### src/rtl/serial_subtractor_if.sv
// ---------------------------------------------------------------------------
// serial_subtractor_if
//
// Purpose: groups the operand/result handshake of the bit-serial subtractor
// so that the switch/LED wrapper and the subtractor share one bundle.
//
// Signals (WIDTH = operand/result width):
//   start       master -> slave  request an operation
//   minuend     master -> slave  operand A, captured on an accepted start
//   subtrahend  master -> slave  operand B, captured on an accepted start
//   busy        slave  -> master high while bits are being processed
//   done        slave  -> master one-cycle pulse when the result is valid
//   difference  slave  -> master A - B modulo 2^WIDTH, registered
//   borrow      slave  -> master high when A < B (unsigned), registered
//   overflow    slave  -> master signed overflow, registered
//                                (present only with SERIAL_SUB_OVERFLOW_EN)
//
// Build option: `define SERIAL_SUB_OVERFLOW_EN adds the overflow signal.
// ---------------------------------------------------------------------------
interface serial_subtractor_if #(
    parameter int WIDTH = 4
);
    logic             start;
    logic [WIDTH-1:0] minuend;
    logic [WIDTH-1:0] subtrahend;
    logic             busy;
    logic             done;
    logic [WIDTH-1:0] difference;
    logic             borrow;
`ifdef SERIAL_SUB_OVERFLOW_EN
    logic             overflow;

    // Requesting side: switches / wrapper logic.
    modport master (
        output start, minuend, subtrahend,
        input  busy, done, difference, borrow, overflow
    );

    // Serving side: the subtractor itself.
    modport slave (
        input  start, minuend, subtrahend,
        output busy, done, difference, borrow, overflow
    );
`else
    // Requesting side: switches / wrapper logic.
    modport master (
        output start, minuend, subtrahend,
        input  busy, done, difference, borrow
    );

    // Serving side: the subtractor itself.
    modport slave (
        input  start, minuend, subtrahend,
        output busy, done, difference, borrow
    );
`endif
endinterface

### src/rtl/serial_subtractor.sv
// ---------------------------------------------------------------------------
// serial_subtractor
//
// Purpose: bit-serial subtractor that recovers one adder operand from a sum
// and the other operand: difference = minuend - subtrahend, plus borrow.
// One bit per clock, LSB first, through a single full-subtractor cell and a
// borrow flip-flop. A result appears WIDTH cycles after an accepted start.
//
// Ports:
//   clk    input   system clock, all state updates on the rising edge
//   rst_n  input   synchronous reset, active-low
//   bus    slave   serial_subtractor_if (start/operands in, busy/done/results out)
//
// Parameters:
//   WIDTH  operand and result width in bits (>= 2)
//
// Build option: `define SERIAL_SUB_OVERFLOW_EN adds the registered
// two's-complement overflow output.
// ---------------------------------------------------------------------------
module serial_subtractor #(
    parameter int WIDTH = 4
) (
    input  logic                clk,
    input  logic                rst_n,
    serial_subtractor_if.slave  bus
);
    localparam int CW = $clog2(WIDTH) + 1;

    typedef enum logic [1:0] {
        IDLE  = 2'd0,
        SHIFT = 2'd1,
        DONE  = 2'd2
    } state_t;

    state_t           r_state;
    state_t           w_next;

    logic [WIDTH-1:0] r_a;
    logic [WIDTH-1:0] r_b;
    logic [WIDTH-1:0] r_res;
    logic             r_bor;
    logic [CW-1:0]    r_cnt;
    logic [WIDTH-1:0] r_diff;
    logic             r_borrow;
`ifdef SERIAL_SUB_OVERFLOW_EN
    logic             r_ovf;
`endif

    logic             w_a;
    logic             w_b;
    logic             w_d;
    logic             w_bout;
    logic             w_last;
    logic             w_accept;

    // Full-subtractor cell working on the current LSBs of the operand
    // shift registers and the stored borrow from the previous bit.
    assign w_a    = r_a[0];
    assign w_b    = r_b[0];
    assign w_d    = w_a ^ w_b ^ r_bor;
    assign w_bout = (~w_a & w_b) | (~(w_a ^ w_b) & r_bor);

    // The counter holds the index of the bit being processed, so the edge
    // with count WIDTH-1 is the one that finishes the word.
    assign w_last   = (r_state == SHIFT) && (r_cnt == CW'(WIDTH - 1));

    // A start only counts when no word is in flight.
    assign w_accept = bus.start && ((r_state == IDLE) || (r_state == DONE));

    // State register of the control FSM.
    always_ff @(posedge clk) begin
        if (!rst_n) begin
            r_state <= IDLE;
        end else begin
            r_state <= w_next;
        end
    end

    // Next-state and status outputs. busy and done decode directly from the
    // registered state, so both change only on clock edges.
    always_comb begin
        w_next   = r_state;
        bus.busy = 1'b0;
        bus.done = 1'b0;
        case (r_state)
            IDLE: begin
                if (bus.start) begin
                    w_next = SHIFT;
                end
            end
            SHIFT: begin
                bus.busy = 1'b1;
                if (w_last) begin
                    w_next = DONE;
                end
            end
            DONE: begin
                bus.done = 1'b1;
                w_next   = bus.start ? SHIFT : IDLE;
            end
            default: begin
                w_next = IDLE;
            end
        endcase
    end

    // Datapath: operand capture, serial shifting and result latching.
    // The result register fills from the MSB end so that after WIDTH shifts
    // bit 0 of the difference sits in bit 0. On the last edge the fresh
    // difference bit has not yet reached r_res, so the output is built from
    // w_d and the upper part of r_res. At that point r_a[0]/r_b[0] are the
    // operand sign bits, which is what the overflow term needs.
    always_ff @(posedge clk) begin
        if (!rst_n) begin
            r_a      <= '0;
            r_b      <= '0;
            r_res    <= '0;
            r_bor    <= 1'b0;
            r_cnt    <= '0;
            r_diff   <= '0;
            r_borrow <= 1'b0;
`ifdef SERIAL_SUB_OVERFLOW_EN
            r_ovf    <= 1'b0;
`endif
        end else if (w_accept) begin
            r_a   <= bus.minuend;
            r_b   <= bus.subtrahend;
            r_res <= '0;
            r_bor <= 1'b0;
            r_cnt <= '0;
        end else if (r_state == SHIFT) begin
            r_a   <= r_a >> 1;
            r_b   <= r_b >> 1;
            r_res <= {w_d, r_res[WIDTH-1:1]};
            r_bor <= w_bout;
            r_cnt <= r_cnt + CW'(1);
            if (w_last) begin
                r_diff   <= {w_d, r_res[WIDTH-1:1]};
                r_borrow <= w_bout;
`ifdef SERIAL_SUB_OVERFLOW_EN
                r_ovf    <= (w_a != w_b) && (w_d != w_a);
`endif
            end
        end
    end

    assign bus.difference = r_diff;
    assign bus.borrow     = r_borrow;
`ifdef SERIAL_SUB_OVERFLOW_EN
    assign bus.overflow   = r_ovf;
`endif

endmodule
### src/flat_wrapper.sv
// flat-port wrapper written by rule: the top's interface ports become plain ports
module serial_subtractor_flat 
#(
    parameter int WIDTH = 4
)
  (clk, rst_n, bus_start, bus_minuend, bus_subtrahend, bus_busy, bus_done, bus_difference, bus_borrow);
  serial_subtractor_if #(.WIDTH(WIDTH)) bus_i ();
  input  logic clk;
  input  logic rst_n;
  input wire logic [$bits(bus_i.start)-1:0] bus_start;
  input wire logic [$bits(bus_i.minuend)-1:0] bus_minuend;
  input wire logic [$bits(bus_i.subtrahend)-1:0] bus_subtrahend;
  output wire logic [$bits(bus_i.busy)-1:0] bus_busy;
  output wire logic [$bits(bus_i.done)-1:0] bus_done;
  output wire logic [$bits(bus_i.difference)-1:0] bus_difference;
  output wire logic [$bits(bus_i.borrow)-1:0] bus_borrow;
  assign bus_i.start = bus_start;
  assign bus_i.minuend = bus_minuend;
  assign bus_i.subtrahend = bus_subtrahend;
  assign bus_busy = bus_i.busy;
  assign bus_done = bus_i.done;
  assign bus_difference = bus_i.difference;
  assign bus_borrow = bus_i.borrow;
  serial_subtractor #(.WIDTH(WIDTH)) u_core (.clk(clk), .rst_n(rst_n), .bus(bus_i));
endmodule
### config.mk
export PLATFORM = sky130hd
export DESIGN_NAME = serial_subtractor_flat
export DESIGN_NICKNAME = d
export VERILOG_FILES = /design/src/rtl/serial_subtractor_if.sv /design/src/rtl/serial_subtractor.sv /design/src/flat_wrapper.sv
export SDC_FILE = /design/constraint.sdc
export NUM_CORES = 1
export LEC_CHECK = 0
export BUFFER_PORTS_ARGS = -buffer_cell sky130_fd_sc_hd__buf_4
export CAP_MARGIN = 0
export CORE_UTILIZATION = 45
export DETAILED_ROUTE_END_ITERATION = 6
export HOLD_SLACK_MARGIN = 0.03
export MAX_ROUTING_LAYER = met4
export PLACE_DENSITY = 0.7
export SYNTH_ARGS = -nofsm -noshare
export SYNTH_HDL_FRONTEND = slang
export SYNTH_SLANG_ARGS = --single-unit
### constraint.sdc
create_clock -name clk -period 1.5 [get_ports clk]
set_clock_uncertainty 0.15 [all_clocks]
set_input_delay 0.075 -clock clk [delete_from_list [all_inputs] [get_ports clk]]
set_output_delay 0.075 -clock clk [all_outputs]
set_load 0.02 [all_outputs]
==> impl_results.md, run 1 <==
* Floorplan die height at 46.6 um
* Number of primary I/O pins at 18
* Number of violations reported at the end of detailed-routing iteration 0 at 10
* Final Routed Wirelength at 1.81 mm
* Syn Area/Cell at 8.77 um^2
* Netlist cell types at 26
* Slew @ Worst Pin at 259 ps
* Row count at 15
* Result of the run: finished, final reports clean
* HPWL reported at the end of detailed placement at 1.21 mm
* Final core utilization at 66.8%
* Initial antenna violation count at 0
* Peak supply drop at 818 uV
* Net count after synthesis at 116
* Maximum Capacitance Violations at 0
* Final count of pins violating max slew at 0
* Post-synth top flop: dfxtp_1
* Remaining DRCs at 0
* Crit path buffers/inverters at 3
* Clock root buffer master: clkbuf_4
* Data required time at the worst endpoint at 1270 ps
* Port-buffer cells at 17
* Cell with the largest stage delay on the worst path: dfxtp_1
* Largest delay contributor family on the critical path: flip-flops
* Global placer's final weighted congestion at 0.757
* Maximum clock path buffer count at 2
* Number of diodes added for antenna fixing at 0
* Number of nets at the end of the flow at 146
* Die area at 2170 um^2
* Critical path capture point type: output port
* Series of cell instances along the critical path: nand2b_2 -> inv_4 -> buf_12 -> buf_4
* Fin crit period at 1420 ps
* Initial standard-cell utilization of the core at 49.7%
* Fraction of final layout cells sized beyond drive strength 1 at 21.4%
* Wire length of the first global-routing pass at 2.97 mm
* Share of the synthesized area in the top cell type at 49.2%
* Via count of the first global-routing pass at 721
* Netlist Area Pre-Place at 895 um^2
* Clock sink total at 22
* Filler cell count at 153
* Arrival time of data at the critical path endpoint at 1200 ps
* Overall power of the completed layout at 1.27 mW
* Smallest hold slack at 319 ps
* Slew Limit Headroom at 82.6%
* Worst Setup Start Kind: flop
* Final number of setup-violating endpoints at 0
* Setup slack of the most critical reg-to-reg path at 100 ps
* Unrepaired setup endpoints after global routing: false
* Vias per inst at 5.04
* Layout overhead on the synthesized area at 34.5%
* Final worst-path cycle share at 94.8%
* Total vias in the final route at 787
* Post-layout instance area at 1200 um^2
* Wirelength per Cell at 11.6 um
* Number of routed nets with antenna violations at 0
* Share of synthesized registers carrying an async set or reset at 0%
* Remaining Overflow, GRT at 0
* Pin count of the biggest net entering global routing at 15
* Count of TritonRoute iterations in the first routing pass at 4
* Largest fanout of any net on the critical path at 14
* Power per cell area at 1050 nW/um^2
* Total routing resource utilization after global routing at 20.6%
* Portion of the post-synthesis area used by sequential elements at 49.2%
* Kind of critical path: flop to output port
* Number of synthesized flops with an enable pin at 0
* Number of warnings printed during yosys synthesis at 0
* Crit-path max cell delay at 340 ps
* Clock transition time at the flip-flop clock pins of the worst setup and hold paths at 130 ps
* Sum Neg Setup Slack at 0 ps
* Max Fclk at 703 MHz
* Clock latency on the worst-skew pair at 310 ps
* Hold crit path type: flop to flop
* Core area at 1800 um^2
* Total placed instance area at 1040 um^2
* Mapped Cells at 102
* Ranking of synthesized cells by area: dfxtp_1, nand2_1, a21oi_1, buf_6, nor3_1
* Largest area contributor in the netlist: dfxtp_1
* Clock tree from TritonCTS: done
* Final Hold Violating Endpoints at 0
* CTS HTree Levels at 1
* Static leakage at 0.473 nW
* Die outline width at 46.6 um
* Post-synthesis sequential element count at 22
* Inserted Clock Buffers at 3
[through the flow]
step                setup WS (ps)  instances
finish                       78.4        156
CTS                          42.0        156
detailed placement           60.1        141
global placement              111        141
floorplan                    97.7        102
global route                 15.6        156
[kinds of logic after synthesis]
group,Yosys count,synth area share (%)
adders and majority gates,3,5.03
buffers and inverters,10,6.85
and+or+nand+nor,42,22.0
AOI/OAI and AO/OA,24,15.9
DFF,22,49.2
xor gates and xnor gates,1,0.979
[cell type report]
| type | instances | area (um^2) | area share, % |
|---|---|---|---|
| Sequential cell | 22 | 440 | 36.6 |
| Multi-Input combinational cell | 70 | 395 | 32.8 |
| Timing Repair Buffer | 30 | 263 | 21.8 |
| Tap cell | 25 | 31.3 | 2.60 |
| Clock inverter | 1 | 30.0 | 2.49 |
| Clock buffer | 3 | 22.5 | 1.87 |
| Inverter | 5 | 21.3 | 1.77 |
[registers in the layout, summed over array words and instances, names as in the netlist]
register	flops
u_core.r_cnt	3
u_core.r_a	4
u_core.r_b	4
u_core.bus.borrow	1
u_core.r_bor	1
u_core.r_state	2
u_core.bus.difference	4
u_core.r_res	3
[worst min-delay path, delay by kind of cell (launching register included)]
kind / cells / cell delay (ps)
AOI/OAI and AO/OA: 1 / 50
DFF: 1 / 330
and+or+nand+nor: 1 / 50
[what timing repair did]
action | in CTS | in global routing
hold buffers | 10 | 0
gates resized for setup | 1 | 1
setup buffers | 1 | 0
setup endpoints to repair | 1 | 4
hold endpoints to repair | 17 | 0
[cell usage after synthesis, drive strengths merged (3+ instances only)]
cell type,number
nor2,5
o22ai,3
nand3,4
dfxtp,22
a31oi,3
a21oi,11
inv,4
nor3,6
nand2,22
buf,4
[final timing paths]
| path | startpoint | endpoint | cells after the start |
|---|---|---|---|
| worst max-delay path | u_core.r_state[1]$_SDFFE_PN0P_ | bus_busy | 4 |
| worst max register to register | u_core.r_b[0]$_SDFFE_PN0P_ | u_core.bus.difference[3]$_SDFFE_PN0P_ | 4 |
| worst min register to register | u_core.bus.difference[0]$_SDFFE_PN0P_ | u_core.bus.difference[0]$_SDFFE_PN0P_ | 2 |
| worst min-delay path | u_core.bus.difference[0]$_SDFFE_PN0P_ | u_core.bus.difference[0]$_SDFFE_PN0P_ | 2 |
[power by group]
part,switching (mW),internal [mW]
clock,0.185,0.270
combinational,0.0896,0.0933
sequential,0.0163,0.613
[metal layers]
layer / vias up / track usage, % / wire length [um]
li1: 409 / - / -
met1: 347 / 20.9 / 737
met4: 0 / 10.6 / 33
met2: 27 / 36.4 / 959
met5: - / - / 0
met3: 4 / 4.71 / 75
[placed cells by master (no fill, tap or decap), types with 2 or more instances in the layout]
cell type and instances:
nand2_1 22, inv_1 3, o21ai_0 2, nor3_1 6, nor2_1 5, dlygate4sd3_1 10, buf_4 19, nand3_1 4
and2b_1 2, clkbuf_4 3, o22ai_1 3, a21oi_1 11, a31oi_1 3, dfxtp_1 22, a211oi_1 2
Note: power is estimated with default switching activity, not from simulation.
==> run 2, diff against run 1 <==
==> constraint.sdc (replaced) <==
create_clock -name clk -period 1.5 [get_ports clk]
set_clock_uncertainty 0.15 [all_clocks]
set_input_delay 0 -clock clk [delete_from_list [all_inputs] [get_ports clk]]
set_output_delay 0 -clock clk [all_outputs]
set_load 0.02 [all_outputs]
==> run 2 against run 1 <==
Net effect: clock-buffer cell count unchanged; register-to-register slack about the same; fmax up 0.21%; hold slack about the same.
==> impl_results.md, run 2 (synthesis gave the netlist of run 1 again) <==
* Max Fclk at 705 MHz (+0.21%)
* Total routing resource utilization after global routing at 20.3% (-0.33 points)
* Number of cell instances on the worst register-to-register path at 4 (unchanged)
* Clock root buffer master: clkbuf_4
* Number of violations reported at the end of detailed-routing iteration 0 at 10 (unchanged)
* Die area at 2170 um^2 (unchanged)
* Slew @ Worst Pin at 251 ps (-7.48 ps)
* Power per cell area at 1060 nW/um^2 (+0.64%)
* Worst Setup Start Kind: flop
* Clock tree from TritonCTS: done
* Final Routed Wirelength at 1.82 mm (+0.55%)
* Maximum clock path buffer count at 2 (unchanged)
* Maximum Capacitance Violations at 0 (unchanged)
* Sum Neg Setup Slack at 0 ps (unchanged)
* Number of routed nets with antenna violations at 0 (unchanged)
* Peak supply drop at 822 uV (+0.47%)
* Vias per inst at 5.10 (+1.2%)
* Wire length of the first global-routing pass at 2.93 mm (-1.4%)
* Leading cell type in the layout, fill and taps excluded: nand2_1
* Count of TritonRoute iterations in the first routing pass at 4 (unchanged)
* Fraction of final layout cells sized beyond drive strength 1 at 21.5% (+0.16 points)
* Number of setup buffers added after CTS at 0 (-1)
* Hold crit path type: flop to flop
* Crit-path max cell delay at 340 ps (about the same)
* End point of the critical path: bus_busy
* Core area at 1800 um^2 (unchanged)
* Final worst-path cycle share at 94.6% (-0.20 points)
* Total vias in the final route at 791 (+0.51%)
* Initial standard-cell utilization of the core at 49.7% (unchanged)
* Clock transition time at the flip-flop clock pins of the worst setup and hold paths at 130 ps (about the same)
* Wirelength per Cell at 11.7 um (+1.2%)
* Clock latency on the worst-skew pair at 310 ps (about the same)
* Worst flop-to-flop path endpoint: u_core.bus.difference[3]$_SDFFE_PN0P_
* Crit path buffers/inverters at 3 (unchanged)
* Number of diodes added for antenna fixing at 0 (unchanged)
* Remaining Overflow, GRT at 0 (unchanged)
* Final count of pins violating max slew at 0 (unchanged)
* Final number of setup-violating endpoints at 0 (unchanged)
* Overall power of the completed layout at 1.27 mW (+0.12%)
* Inserted Clock Buffers at 3 (unchanged)
* Series of cell instances along the critical path: nand2b_2 -> inv_4 -> buf_12 -> buf_4
* HPWL reported at the end of detailed placement at 1.21 mm (unchanged)
* Arrival time of data at the critical path endpoint at 1270 ps (+70 ps)
* Data required time at the worst endpoint at 1350 ps (+80 ps)
* Critical path capture point type: output port
* Final Hold Violating Endpoints at 0 (unchanged)
* Layout overhead on the synthesized area at 33.8%
* Most frequent cells in the layout: nand2_1, dfxtp_1, buf_4
* Row count at 15 (unchanged)
* CTS HTree Levels at 1 (unchanged)
* Setup slack of the most critical reg-to-reg path at 90 ps (about the same)
* Pin count of the biggest net entering global routing at 15 (unchanged)
* Remaining DRCs at 0 (unchanged)
* Die outline width at 46.6 um (unchanged)
* Initial antenna violation count at 0 (unchanged)
* Slew Limit Headroom at 83.1% (+0.50 points)
* Kind of critical path: flop to output port
* Fin crit period at 1420 ps (-2.94 ps)
* Floorplan die height at 46.6 um (unchanged)
* Number of primary I/O pins at 18 (unchanged)
* Largest delay contributor family on the critical path: buffers and inverters
* Global placer's final weighted congestion at 0.757 (unchanged)
* Port-buffer cells at 17 (unchanged)
* Number of nets at the end of the flow at 145 (-0.68%)
* Critical path depth at 4 (unchanged)
* Result of the run: finished, final reports clean
* Reg-to-reg startpoint: u_core.r_b[0]$_SDFFE_PN0P_
* Unrepaired setup endpoints after global routing: false
* Static leakage at 0.468 nW (-1.0%)
* Largest fanout of any net on the critical path at 14 (unchanged)
* Via count of the first global-routing pass at 709 (-1.7%)
* Startpoint of the most critical setup path: u_core.r_state[1]$_SDFFE_PN0P_
* Cell with the largest stage delay on the worst path: dfxtp_1
* Clock sink total at 22 (unchanged)
## run 2: cell count changes in the layout (fill, tap and decap cells not counted)
cell | before | now
buf_4 | 19 | 18
dfxtp_1 | 22 | 21
dfxtp_2 | 0 | 1
## run 2: worst min-delay path by stage
stage                                                     start                                     to  cells past startpoint
after floorplan                                  bus_minuend[3]             u_core.r_a[3]$_SDFFE_PN0P_                      2
after global placement                           bus_minuend[3]             u_core.r_a[3]$_SDFFE_PN0P_                      3
after detailed placement                      bus_subtrahend[3]             u_core.r_b[3]$_SDFFE_PN0P_                      3
after CTS                 u_core.bus.difference[1]$_SDFFE_PN0P_  u_core.bus.difference[1]$_SDFFE_PN0P_                      2
after global routing                             bus_minuend[3]             u_core.r_a[3]$_SDFFE_PN0P_                      4
final                     u_core.bus.difference[1]$_SDFFE_PN0P_  u_core.bus.difference[1]$_SDFFE_PN0P_                      2
## run 2: power breakdown
part	internal, mW	switching, mW
Clock	0.270	0.188
Combinational	0.0905	0.0900
Sequential	0.613	0.0167
## run 2: cell type report
cell class / instances / area [um^2]
clock buffers: 3 / 22.5
clock inverters: 1 / 30.0
fillers: 155 / 604
inverters: 5 / 21.3
multi-input cells: 70 / 395
flip-flops and latches: 22 / 442
well taps: 25 / 31.3
repair buffers: 29 / 255
## run 2: repair_timing
action	in CTS	in global routing
endpoints found under the setup margin	0	5
endpoints found under the hold margin	22	0
hold buffers	10	0
resized for setup	0	3
## run 2: metrics by stage
step           instances  cell area (um^2)  setup WS [ps]  hold slack [ps]  utilization [%]
2_1_floorplan        102               895           97.7            -17.0                -
3_3_place_gp         141              1040            111              107             57.6
3_5_place_dp         141              1040           60.1              122             57.6
4_1_cts              155              1190           30.2              318             66.1
5_1_grt              155              1200           25.0              323             66.5
6_report             155              1200           81.3              319             66.5
## run 2: worst reg2reg max path: cells and delay by family (launching register included)
family	cells	cell delay (ps)
AOI/OAI and AO/OA	1	140
buffers and inverters	1	70
adders and majority gates	1	560
DFF	1	340
and+or+nand+nor	1	80
## run 2: per-layer routing
layer  share of wire [%]  global-route usage (%)  routed length, um
met5                   0                       -                  0
met3                 4.1                    4.71                 74
met1                  41                    21.1                739
met4                 2.5                    10.6                 46
met2                  53                    35.0                955
